`src/rtl/hivek_mem_pkg.sv`:
```
// Shared memory-subsystem definitions: default BRAM geometry and the
// loader state encoding, used by the BRAM and by the byte loader.
package hivek_mem_pkg;

    localparam int ADDR_W_DEF     = 8;
    localparam int DATA_W_DEF     = 32;
    localparam int BYTES_PER_WORD = 4;

    typedef enum logic [1:0] {
        ST_IDLE    = 2'd0,
        ST_COLLECT = 2'd1,
        ST_WRITE   = 2'd2,
        ST_DONE    = 2'd3
    } load_state_t;

endpackage

```
`src/rtl/bram_loader_if.sv`:
```
// Byte-stream handshake plus BRAM write port of the loader.
// master: the loader side; slave: the environment (byte source + BRAM).
interface bram_loader_if
    import hivek_mem_pkg::*;
#(
    parameter int ADDR_W = ADDR_W_DEF,
    parameter int DATA_W = DATA_W_DEF
);
    logic              byte_valid;
    logic [7:0]        byte_data;
    logic              byte_ready;
    logic              mem_wren;
    logic [ADDR_W-1:0] mem_addr;
    logic [DATA_W-1:0] mem_data;

    modport master (
        input  byte_valid,
        input  byte_data,
        output byte_ready,
        output mem_wren,
        output mem_addr,
        output mem_data
    );

    modport slave (
        output byte_valid,
        output byte_data,
        input  byte_ready,
        input  mem_wren,
        input  mem_addr,
        input  mem_data
    );
endinterface

```
`src/rtl/byte_packer.sv`:
```
// Little-endian byte-to-word assembler. Each accepted byte enters at the
// top of a shift register, so after four bytes the first one sits in
// bits [7:0]. word_next/last present the completed word combinationally
// in the same cycle as the fourth byte so the caller can register it.
module byte_packer
    import hivek_mem_pkg::*;
#(
    parameter int DATA_W = DATA_W_DEF
) (
    input  logic              clock,
    input  logic              reset,
    input  logic              clear,
    input  logic              take,
    input  logic [7:0]        byte_data,
    output logic [DATA_W-1:0] word_next,
    output logic              last
);

    logic [1:0]        lane_q;
    logic [DATA_W-9:0] shift_q;

    assign word_next = {byte_data, shift_q};
    assign last      = take && (lane_q == 2'(BYTES_PER_WORD - 1));

    // Byte lane index; clearing it is what discards a partial word.
    always_ff @(posedge clock) begin
        if (reset || clear) begin
            lane_q <= '0;
        end else if (take) begin
            lane_q <= lane_q + 2'd1;
        end
    end

    // Shift register holding the bytes received so far for this word.
    always_ff @(posedge clock) begin
        if (take) begin
            shift_q <= word_next[DATA_W-1:8];
        end
    end

endmodule

```
`src/rtl/bram_loader.sv`:
```
// Streams bytes into BRAM words: collects four bytes little-endian, writes
// the word at the current address for one cycle, advances the address
// (wrapping) and repeats until word_count words are written, then pulses
// done. Steady-state throughput is one word per five cycles.
module bram_loader
    import hivek_mem_pkg::*;
#(
    parameter int ADDR_W = ADDR_W_DEF,
    parameter int DATA_W = DATA_W_DEF
) (
    input  logic              clock,
    input  logic              reset,
    input  logic              start,
    input  logic [ADDR_W-1:0] base_addr,
    input  logic [ADDR_W:0]   word_count,
    output logic              busy,
    output logic              done,
    output logic [ADDR_W:0]   words_written,
    bram_loader_if.master     bus
);

    load_state_t       state_q;
    load_state_t       state_d;
    logic [ADDR_W-1:0] addr_q;
    logic [ADDR_W:0]   remain_q;
    logic [ADDR_W:0]   words_q;
    logic [ADDR_W-1:0] mem_addr_q;
    logic [DATA_W-1:0] mem_data_q;
    logic              accept;
    logic              take;
    logic              byte_ready_c;
    logic              mem_wren_c;
    logic              word_last;
    logic [DATA_W-1:0] word_next;

    assign accept = (state_q == ST_IDLE) && start;
    assign take   = bus.byte_valid && byte_ready_c;

    assign bus.byte_ready = byte_ready_c;
    assign bus.mem_wren   = mem_wren_c;
    assign bus.mem_addr   = mem_addr_q;
    assign bus.mem_data   = mem_data_q;
    assign words_written  = words_q;

    byte_packer #(
        .DATA_W (DATA_W)
    ) u_packer (
        .clock     (clock),
        .reset     (reset),
        .clear     (accept),
        .take      (take),
        .byte_data (bus.byte_data),
        .word_next (word_next),
        .last      (word_last)
    );

    // State register.
    always_ff @(posedge clock) begin
        if (reset) begin
            state_q <= ST_IDLE;
        end else begin
            state_q <= state_d;
        end
    end

    // Next-state decode; all status outputs are pure functions of state.
    always_comb begin
        state_d      = state_q;
        byte_ready_c = 1'b0;
        mem_wren_c   = 1'b0;
        busy         = 1'b0;
        done         = 1'b0;
        unique case (state_q)
            ST_IDLE: begin
                if (start) begin
                    state_d = (word_count == '0) ? ST_DONE : ST_COLLECT;
                end
            end
            ST_COLLECT: begin
                byte_ready_c = 1'b1;
                busy         = 1'b1;
                if (word_last) begin
                    state_d = ST_WRITE;
                end
            end
            ST_WRITE: begin
                mem_wren_c = 1'b1;
                busy       = 1'b1;
                // remain_q still counts the word being written now.
                state_d = (remain_q == (ADDR_W + 1)'(1)) ? ST_DONE : ST_COLLECT;
            end
            ST_DONE: begin
                done    = 1'b1;
                state_d = ST_IDLE;
            end
            default: state_d = ST_IDLE;
        endcase
    end

    // Address / count bookkeeping and the registered BRAM write port.
    always_ff @(posedge clock) begin
        if (reset) begin
            addr_q     <= '0;
            remain_q   <= '0;
            words_q    <= '0;
            mem_addr_q <= '0;
            mem_data_q <= '0;
        end else begin
            if (accept) begin
                addr_q   <= base_addr;
                remain_q <= word_count;
                words_q  <= '0;
            end
            // Capture the word on its fourth byte so it is presented
            // exactly during WRITE and then held until the next word.
            if (state_q == ST_COLLECT && word_last) begin
                mem_addr_q <= addr_q;
                mem_data_q <= word_next;
            end
            if (state_q == ST_WRITE) begin
                addr_q   <= addr_q + 1'b1;
                remain_q <= remain_q - 1'b1;
                words_q  <= words_q + 1'b1;
            end
        end
    end

endmodule

```
`src/flat_wrapper.sv`:
```
// flat-port wrapper written by rule: the top's interface ports become plain ports
module bram_loader_flat import hivek_mem_pkg::*;
#(
    parameter int ADDR_W = ADDR_W_DEF,
    parameter int DATA_W = DATA_W_DEF
)
  (clock, reset, start, base_addr, word_count, busy, done, words_written, bus_byte_valid, bus_byte_data, bus_byte_ready, bus_mem_wren, bus_mem_addr, bus_mem_data);
  bram_loader_if #(.ADDR_W(ADDR_W), .DATA_W(DATA_W)) bus_i ();
  input  logic clock;
  input  logic reset;
  input  logic start;
  input  logic [ADDR_W-1:0] base_addr;
  input  logic [ADDR_W:0] word_count;
  output logic busy;
  output logic done;
  output logic [ADDR_W:0] words_written;
  input wire logic [$bits(bus_i.byte_valid)-1:0] bus_byte_valid;
  input wire logic [$bits(bus_i.byte_data)-1:0] bus_byte_data;
  output wire logic [$bits(bus_i.byte_ready)-1:0] bus_byte_ready;
  output wire logic [$bits(bus_i.mem_wren)-1:0] bus_mem_wren;
  output wire logic [$bits(bus_i.mem_addr)-1:0] bus_mem_addr;
  output wire logic [$bits(bus_i.mem_data)-1:0] bus_mem_data;
  assign bus_i.byte_valid = bus_byte_valid;
  assign bus_i.byte_data = bus_byte_data;
  assign bus_byte_ready = bus_i.byte_ready;
  assign bus_mem_wren = bus_i.mem_wren;
  assign bus_mem_addr = bus_i.mem_addr;
  assign bus_mem_data = bus_i.mem_data;
  bram_loader #(.ADDR_W(ADDR_W), .DATA_W(DATA_W)) u_core (.clock(clock), .reset(reset), .start(start), .base_addr(base_addr), .word_count(word_count), .busy(busy), .done(done), .words_written(words_written), .bus(bus_i));
endmodule
```
`config.mk`:
```
export PLATFORM = sky130hd
export DESIGN_NAME = bram_loader_flat
export DESIGN_NICKNAME = d
export VERILOG_FILES = /design/src/rtl/hivek_mem_pkg.sv /design/src/rtl/bram_loader_if.sv /design/src/rtl/byte_packer.sv /design/src/rtl/bram_loader.sv /design/src/flat_wrapper.sv
export SDC_FILE = /design/constraint.sdc
export NUM_CORES = 1
export LEC_CHECK = 0
export CORE_MARGIN = 4
export CORE_UTILIZATION = 45
export CTS_CLUSTER_DIAMETER = 150
export DETAILED_ROUTE_END_ITERATION = 10
export MAX_ROUTING_LAYER = met4
export PLACE_DENSITY = 0.76
export SYNTH_ARGS = -nofsm -noshare
export SYNTH_HDL_FRONTEND = slang
export SYNTH_SLANG_ARGS = --single-unit
export TNS_END_PERCENT = 10
```
`constraint.sdc`:
```
create_clock -name clock -period 1.7 [get_ports clock]
set_clock_uncertainty 0.2 [all_clocks]
set_input_delay 0.34 -clock clock [delete_from_list [all_inputs] [get_ports clock]]
set_output_delay 0.34 -clock clock [all_outputs]
set_load 0.01 [all_outputs]
```
**Yosys cells after proc, flatten, opt, wreduce, memory -nomap -nowiden**

Cells that the tools add are included.

- Eq/ne operators: 7
- Reductions and logical operators: 10
- Add/subtract/negate cells: 4
- Multiplexer cells: 15

Operator list:

| operator | number |
|---|---|
| 2-to-1 mux 9 bit | 4 |
| 2-to-1 mux 8 bit | 2 |
| adder 9 x 1 -> 9 bit, second input constant | 1 |
| equality test 9 x 1 -> 1 bit, second input constant | 1 |
| logical NOT 9 bit | 1 |
| subtractor 9 x 1 -> 9 bit, second input constant | 1 |
| adder 8 x 1 -> 8 bit, second input constant | 1 |
| 2-to-1 mux 2 bit | 4 |
| one-hot mux 2 bit (4 select lines) | 1 |
| equality test 2 bit, second input constant | 3 |
| logical AND 1 bit | 4 |
| 2-to-1 mux 1 bit | 4 |
| adder 2 x 1 -> 2 bit, second input constant | 1 |
| equality test 2 x 1 -> 1 bit, second input constant | 1 |
| logical NOT 2 bit | 1 |
| != test 2 x 1 -> 1 bit, second input constant | 1 |
| != test 2 bit, second input constant | 1 |
| AND reduction 2 bit | 1 |
| nonzero test 2 bit | 1 |
| OR reduction 2 bit | 1 |
| logical OR 1 bit | 1 |

- Bits in registers: 94
- Word-level logic and storage cells: 44
- Input bits: 29
- Output and inout bits: 53

**Longest topological paths before layout**

Gate-level depths: netlist of run 1.

- Depth after elaboration: 6
- Mapped depth: 8
- Mapped depth without buffers: 6

**Hierarchy**

A second synthesis of run 1 with hierarchy kept.

- Cell total of the unflattened synthesis: 407
- Area total of the unflattened synthesis: 3853.7 um2

Modules (own cells, without submodules):

| module | area each (um2) | times used | sequential area each (um2) | cells each |
|---|---|---|---|---|
| bram_loader | 2974.1 | 1 | 1361.3 | 367 |
| byte_packer | 879.6 | 1 | 760.7 | 40 |

**Least setup slack after synthesis of run 1**

OpenSTA, ideal clock, no wires.

- Path kind: register to register
- From: register u_core.state_q[1]
- To: register u_core.u_packer.lane_q[1]
- Setup time: 0.095 ns
- Setup slack: -0.243 ns
- Arrival: 1.647 ns
- Clock period less this slack: 1.943 ns
- Path buffers: 0
- Required time: 1.405 ns
- Cell stages (with the launch flop): 7
- Cell sequence: dfxtp_1 > inv_1 > ha_1 > nand2_1 > inv_1 > nand2_1 > a221oi_1

- Longest elaborated chain between the ends: 3
- Elaborated cells between the ends (all ways): 6
- Classes of those cells: eq/ne (1); mux (1); reduce/logical (4)

Ends and longest elaborated chain:

| element | RTL line | text |
|---|---|---|
| start, declared | bram_loader.sv:22 | `load_state_t state_q;` |
| start signal, assigned | bram_loader.sv:62 | `state_q <= state_d;` |
| equality test 2 x 1 -> 1 bit | bram_loader.sv:73 | `unique case (state_q)` |
| 2-to-1 mux 1 bit | bram_loader.sv:73 |  |
| net bus_byte_ready | flat_wrapper.sv:19 | `output wire logic [$bits(bus_i.byte_ready)-1:0] bus_byte_ready;` |
| logical AND 1 bit | bram_loader.sv:37 | `assign take = bus.byte_valid && byte_ready_c;` |
| net u_core.take | bram_loader.sv:30 | `logic take;` |
| end signal, assigned | byte_packer.sv:30 | `lane_q <= lane_q + 2'd1;` |
| end, declared | byte_packer.sv:19 | `logic [1:0] lane_q;` |

The timed path passes the listed nets, and every way through them passes these cells.
A chain may end at the register's enable or synchronous reset.

**Worst setup path after layout of run 1**

- From: register u_core.state_q[1]
- To: register u_core.remain_q[6]

- Longest elaborated chain between the ends: 3
- Elaborated cells between the ends (all ways): 5
- Classes of those cells: eq/ne (1); mux (1); reduce/logical (3)

Ends and longest elaborated chain:

| element | RTL line | text |
|---|---|---|
| logical NOT 2 bit | bram_loader.sv:36 | `assign accept = (state_q == ST_IDLE) && start;` |
| logical AND 1 bit | bram_loader.sv:36 |  |
| nonzero test 2 bit (no source line) | n/a |  |
| end signal, assigned | bram_loader.sv:111 | `remain_q <= word_count;` |
| end signal, assigned | bram_loader.sv:122 | `remain_q <= remain_q - 1'b1;` |
| end, declared | bram_loader.sv:25 | `logic [ADDR_W:0] remain_q;` |

Parallel ways exist; a longest one is shown, timed or not.

==> flow_metrics.py, run 1 <==
metrics = {
    "outcome": {
        "outcome": "finished with violations",
        "violations": "setup timing",
    },
    "route": {
        "vias": 3295,
        "drtPass1Iterations": 4,
        "wl_per_cell_um": 15.1,
        "via_per_inst": 5.41,
        "drc": 0,
        "routed_wl_mm": 9.20,
        "antenna_left": 0,
        "first_iter_violations": 221,
    },
    "clock_network": {
        "clk_latency_ps": 360,
        "clk_path_buf_depth": 2,
        "h-tree-depth": 3,
        "numCtsBuffers": 9,
        "cts_tree": "yes",
        "cts_num_sinks": 94,
        "cts.clk_slew.worst_paths_ps": 100,
        "clockRootBuffer": "clkbuf_8",
    },
    "layout": {
        "multi_input_area_um2": 1560,
        "diodes": 0,
        "n_fill_cell": 652,
        "drive_above_1_share_pct": 17.4,
        "final_cell_mix": "94 x nand2_1, 63 x dfxtp_1, 57 x a21oi_1",
        "final_common_cell": "nand2_1",
        "nets": 541,
        "seq_area_um2": 2130,
        "layout.cells.non_filler": 609,
        "area_growth_pct": 37.6,
    },
    "sta": {
        "finalHoldWorstSlack_ps": 216,
        "fin_crit_ps": 1790,
        "worst_pin_slew_ps": 496,
        "worst_slack_ps": -94.0,
        "rsz0062_at_grt": "yes",
        "slew_viol_final": 0,
        "relSlewSlack_pct": 66.9,
        "finalHoldViolCount": 0,
        "finalSetupViolations": 8,
        "min_period_over_period_pct": 106,
        "timing.fmax_ghz": 0.557,
    },
    "yosys": {
        "synth_nets": 437,
        "async_reset_ff_share_pct": 0,
        "avgSynthCellArea_um2": 9.38,
        "syn_inst": 398,
        "ys_ff_latch": 94,
        "synth_cell_types": 43,
        "yosys_warnings": 0,
        "synth-main-ff-cell": "dfxtp_1",
        "yosysSeqAreaShare_pct": 56.9,
        "synth_edf_count": 24,
        "syn_area_um2": 3730,
    },
    "floorplanning": {
        "die_area_um2": 9810,
        "rows": 32,
        "dieHeight_um": 99.1,
        "core-area_um2": 7890,
        "start_util_pct": 47.3,
        "die_w_um": 99.1,
        "boundaryPins": 82,
    },
    "placement": {
        "port_buffers": 81,
        "hpwl_mm": 6.44,
        "preCtsSetupSlack_ps": -218,
        "post-place-cells": 592,
        "gp_congestion": 0.865,
    },
    "global_routing": {
        "grtUsageTotal_pct": 19.7,
        "antenna_found_initial": 0,
        "grt_pass1_vias": 3217,
        "grt_max_degree": 41,
        "grt_pass1_wl_mm": 15.1,
        "overflow": 0,
    },
    "setup_path": {
        "path_class": "flop to flop",
        "start_kind": "flop",
        "arrival_ps": 1870,
        "crit_required_ps": 1780,
        "cp_max_fo": 7,
        "crit_path_end_kind": "flop",
    },
    "pwr": {
        "ir_drop_mv": 0.448,
        "leakagePower_nw": 2.04,
        "power_density_nw_per_um2": 1190,
    },
    "flow_run": {
        "max_cap_violations": 0,
    },
    "hold_path": {
        "min_path_type": "input port to flop",
    },
}
==> cell usage after synthesis (2+ instances only) <==
master    count  area [um^2]
a211oi_1      9         67.6
a21o_1        3         22.5
a21oi_1      60          300
a221oi_1      2         17.5
a311oi_1      7         61.3
and3_1        3         18.8
and3_2        2         15.0
buf_2        10         50.1
clkbuf_1     13         48.8
dfxtp_1      70         1400
edfxtp_1     24          721
ha_1         10          125
inv_1         7         26.3
nand2_1      95          357
nand3_1      13         65.1
nand3b_1      2         15.0
nand4_1       4         25.0
nor2_1       23         86.3
nor3_1        6         30.0
nor4_1        3         18.8
o211ai_1      3         22.5
o21ai_0       6         30.0
o21bai_1      2         15.0
or4_1         2         15.0
==> registers in the layout (all words and copies together), names as in the netlist <==
signal                   flops
u_core.bus.mem_addr          8
u_core.remain_q              9
u_core.words_written         9
u_core.bus.mem_data         32
u_core.addr_q                8
u_core.state_q               2
u_core.u_packer.shift_q     24
u_core.u_packer.lane_q       2
==> stage by stage <==
step | area (um^2) | TNS [ps] | power, W | utilization (%)
floorplan | 3740 | -872 | 0.00377 | -
global placement | 4900 | -7890 | 0.00451 | 62.1
detailed placement | 4900 | -9540 | 0.00457 | 62.1
CTS | 5100 | -568 | 0.00612 | 64.7
global route | 5130 | -1710 | 0.00647 | 65.1
finish | 5130 | -436 | 0.00613 | 65.1
==> layout make-up <==
| type | count | share of cell area, % |
|---|---|---|
| timing repair buffer | 117 | 21.3 |
| clock inverter | 7 | 1.27 |
| inverter | 7 | 0.634 |
| multi-input combinational | 273 | 30.3 |
| sequential | 94 | 41.5 |
| clock buffer | 9 | 2.41 |
| tap | 102 | 2.49 |
==> power by group <==
group	total, W	internal (W)	switching [W]
clock network	0.00141	0.000565	0.000848
registers	0.00282	0.00260	0.000218
logic	0.00190	0.000937	0.000963
total	0.00613	0.00410	0.00203
==> per-layer routing <==
layer | GRT usage (%) | routed length [um] | vias to the layer above
met2 | 30.8 | 4540 | 100
met1 | 24.8 | 4000 | 1570
met5 | - | 0 | -
met3 | 3.82 | 499 | 13
li1 | - | - | 1612
met4 | 8.51 | 155 | 0
==> cell families after synthesis <==
group                      share of synthesized area [%]
adders and majority gates                           3.35
buffers and inverters                               3.45
xor gates and xnor gates                           0.235
muxes                                              0.570
AOI/OAI and AO/OA                                   16.0
DFF                                                 56.9
and+or+nand+nor                                     19.6
==> worst max-delay path: stages (launching register included) <==
cell,delay (ps)
dfxtp_2,370
buf_6,100
ha_4,170
nor4b_4,340
and2b_2,240
a211oi_1,80
a311oi_1,220
==> path summary, 6_finish.rpt <==
path                                from                    endpoint  slack, ps  cells past startpoint
max reg2reg            u_core.state_q[1]          u_core.remain_q[6]        -90                      6
min                                reset            u_core.addr_q[2]        220                      2
max                    u_core.state_q[1]          u_core.remain_q[6]        -90                      6
min reg2reg  u_core.u_packer.shift_q[12]  u_core.u_packer.shift_q[4]        250                      0
==> what timing repair did <==
item	CTS	global route
resized for setup	88	11
setup buffers	1	0
hold buffers	0	0
setup endpoints to repair	75	49
pin swaps	5	6
gates cloned	0	0
(Power assumes the default switching activity.)
==> inputs of run 2 (changes only) <==
--- a/config.mk
+++ b/config.mk
@@ -5,7 +5,6 @@
 export SDC_FILE = /design/constraint.sdc
 export NUM_CORES = 1
 export LEC_CHECK = 0
-export CORE_MARGIN = 4
 export CORE_UTILIZATION = 45
 export CTS_CLUSTER_DIAMETER = 150
 export DETAILED_ROUTE_END_ITERATION = 10
==> run 2 against run 1 <==
The run still ends with setup timing left. Die area is 12% lower. Combinational power increased by 13%. Fmax down 1.4%. Sequential cell count is the same. Critical path type unchanged. Critical endpoint is now u_core.words_written[6].
==> flow_metrics.py, run 2 (synthesis results as in run 1) <==
metrics = {
    "pwr": {
        "power_density_nw_per_um2": 1190,
        "ir_drop_mv": 0.639,
        "leakagePower_nw": 2.09,
        "p_total_w": 0.00633,
    },
    "layout": {
        "final_common_cell": "nand2_1",
        "diodes": 0,
        "nets": 551,
        "drive_above_1_share_pct": 21.5,
        "design_area_um2": 5310,
        "largest_register_ffs": 32,
        "finish.utilization_pct": 67.3,
        "final_cell_mix": "94 x nand2_1, 63 x dfxtp_1, 51 x a21oi_1",
        "area_growth_pct": 42.2,
    },
    "clock_network": {
        "h-tree-depth": 3,
        "clk_path_buf_depth": 2,
        "cts.clk_slew.worst_paths_ps": 100,
        "clk_latency_ps": 350,
        "holdBufCountCts": 0,
        "numCtsBuffers": 9,
        "cts_num_sinks": 94,
        "cts_tree": "yes",
        "clockRootBuffer": "clkbuf_8",
    },
    "floorplanning": {
        "rows": 32,
        "boundaryPins": 82,
        "core-area_um2": 7890,
        "start_util_pct": 47.3,
        "die_w_um": 93.1,
        "die_area_um2": 8660,
        "dieHeight_um": 93.1,
    },
    "setup_path": {
        "crit_path_end_kind": "flop",
        "reg2reg_from": "u_core.state_q[0]",
        "reg2reg_depth": 7,
        "r2r-end": "u_core.words_written[6]",
        "start_kind": "flop",
        "cp_max_fo": 5,
        "path_class": "flop to flop",
        "r2r_slack_ps": -120,
        "arrival_ps": 1900,
        "crit_required_ps": 1780,
    },
    "sta": {
        "rsz0062_at_grt": "yes",
        "min_period_over_period_pct": 107,
        "slew_viol_final": 0,
        "timing.fmax_ghz": 0.550,
        "fin_crit_ps": 1820,
        "relSlewSlack_pct": 75.5,
        "worst_pin_slew_ps": 365,
        "worst_slack_ps": -119,
        "finalSetupViolations": 15,
        "finalHoldViolCount": 0,
    },
    "global_routing": {
        "overflow": 0,
        "grt_pass1_wl_mm": 15.1,
        "grt_max_degree": 41,
        "grt_pass1_vias": 3165,
        "grtUsageTotal_pct": 22.7,
        "antenna_found_initial": 0,
    },
    "placement": {
        "port_buffers": 81,
        "gp_congestion": 0.836,
        "hpwl_mm": 6.16,
        "placed_cell_area_um2": 4940,
    },
    "hold_path": {
        "min_from": "reset",
        "holdPathEnd": "u_core.remain_q[2]",
        "min_path_cells": 2,
        "min_path_type": "input port to flop",
    },
    "route": {
        "drtPass1Iterations": 4,
        "vias": 3370,
        "wl_per_cell_um": 15.0,
        "antenna_left": 0,
        "drc": 0,
        "first_iter_violations": 182,
        "via_per_inst": 5.44,
        "routed_wl_mm": 9.31,
    },
    "outcome": {
        "violations": "setup timing",
        "outcome": "finished with violations",
    },
    "flow_run": {
        "max_cap_violations": 0,
    },
}
## run 2: changes by cell type in the layout (fill, tap and decap cells not counted), sizes merged
cell	delta
buf	+8
bufbuf	+1
clkinv	-2
clkinvlp	+3
dlygate4sd2	+2
dlymetal6s2s	-1
inv	-1
## run 2: worst max path at each step
stage / startpoint / to / slack, ps / cells after the start
3_5_place_dp: start / u_core.state_q[1] / -290 / 6
5_1_grt: u_core.state_q[0] / u_core.words_written[6] / -200 / 7
4_1_cts: u_core.state_q[1] / u_core.words_written[6] / -120 / 6
2_1_floorplan: u_core.state_q[0] / u_core.remain_q[2] / -30 / 7
3_3_place_gp: start / u_core.remain_q[2] / -160 / 6
6_report: u_core.state_q[0] / u_core.words_written[6] / -120 / 7
## run 2: through the flow
stage                     hold WS, ps  TNS [ps]  setup WS, ps  cells
after CTS                         126      -885          -122    618
after global routing              140     -2260          -197    619
after detailed placement          239    -10910          -292    596
final                             144      -838          -119    619
after floorplan                   226      -872         -32.3    398
after global placement            232     -7640          -157    596
## run 2: cell type report
type	instances	area, um^2
multi-input combinational	273	1630
tap	102	128
fill	611	2580
timing repair buffer	127	1210
clock inverter	7	55.1
sequential	94	2130
inverter	7	32.5
clock buffer	9	124
## run 2: metal layers
layer | share of wire (%) | global-route usage [%] | up-vias
met2 | 49 | 36.6 | 113
li1 | - | - | 1640
met4 | 1.5 | 9.62 | 0
met5 | 0 | - | -
met1 | 44 | 28.4 | 1602
met3 | 4.9 | 3.82 | 15
## run 2: power by group
part	switching [W]	internal (W)
registers	0.000239	0.00260
logic	0.00106	0.00108
clock network	0.000802	0.000547
total	0.00210	0.00423
## run 2: repair_timing
item / 4_1_cts / 5_1_grt
setup buffers: 4 / 1
resized for setup: 90 / 22
pin swaps: 12 / 6
setup endpoints to repair: 109 / 59
cloned: 2 / 0
## run 2: worst max-delay path: stages, from the launching register on
cell and delay [ps]:
dfxtp_2 330, inv_2 80, ha_4 160, buf_8 120
nand4_1 190, buf_4 200, or3_4 360, a21oi_2 120
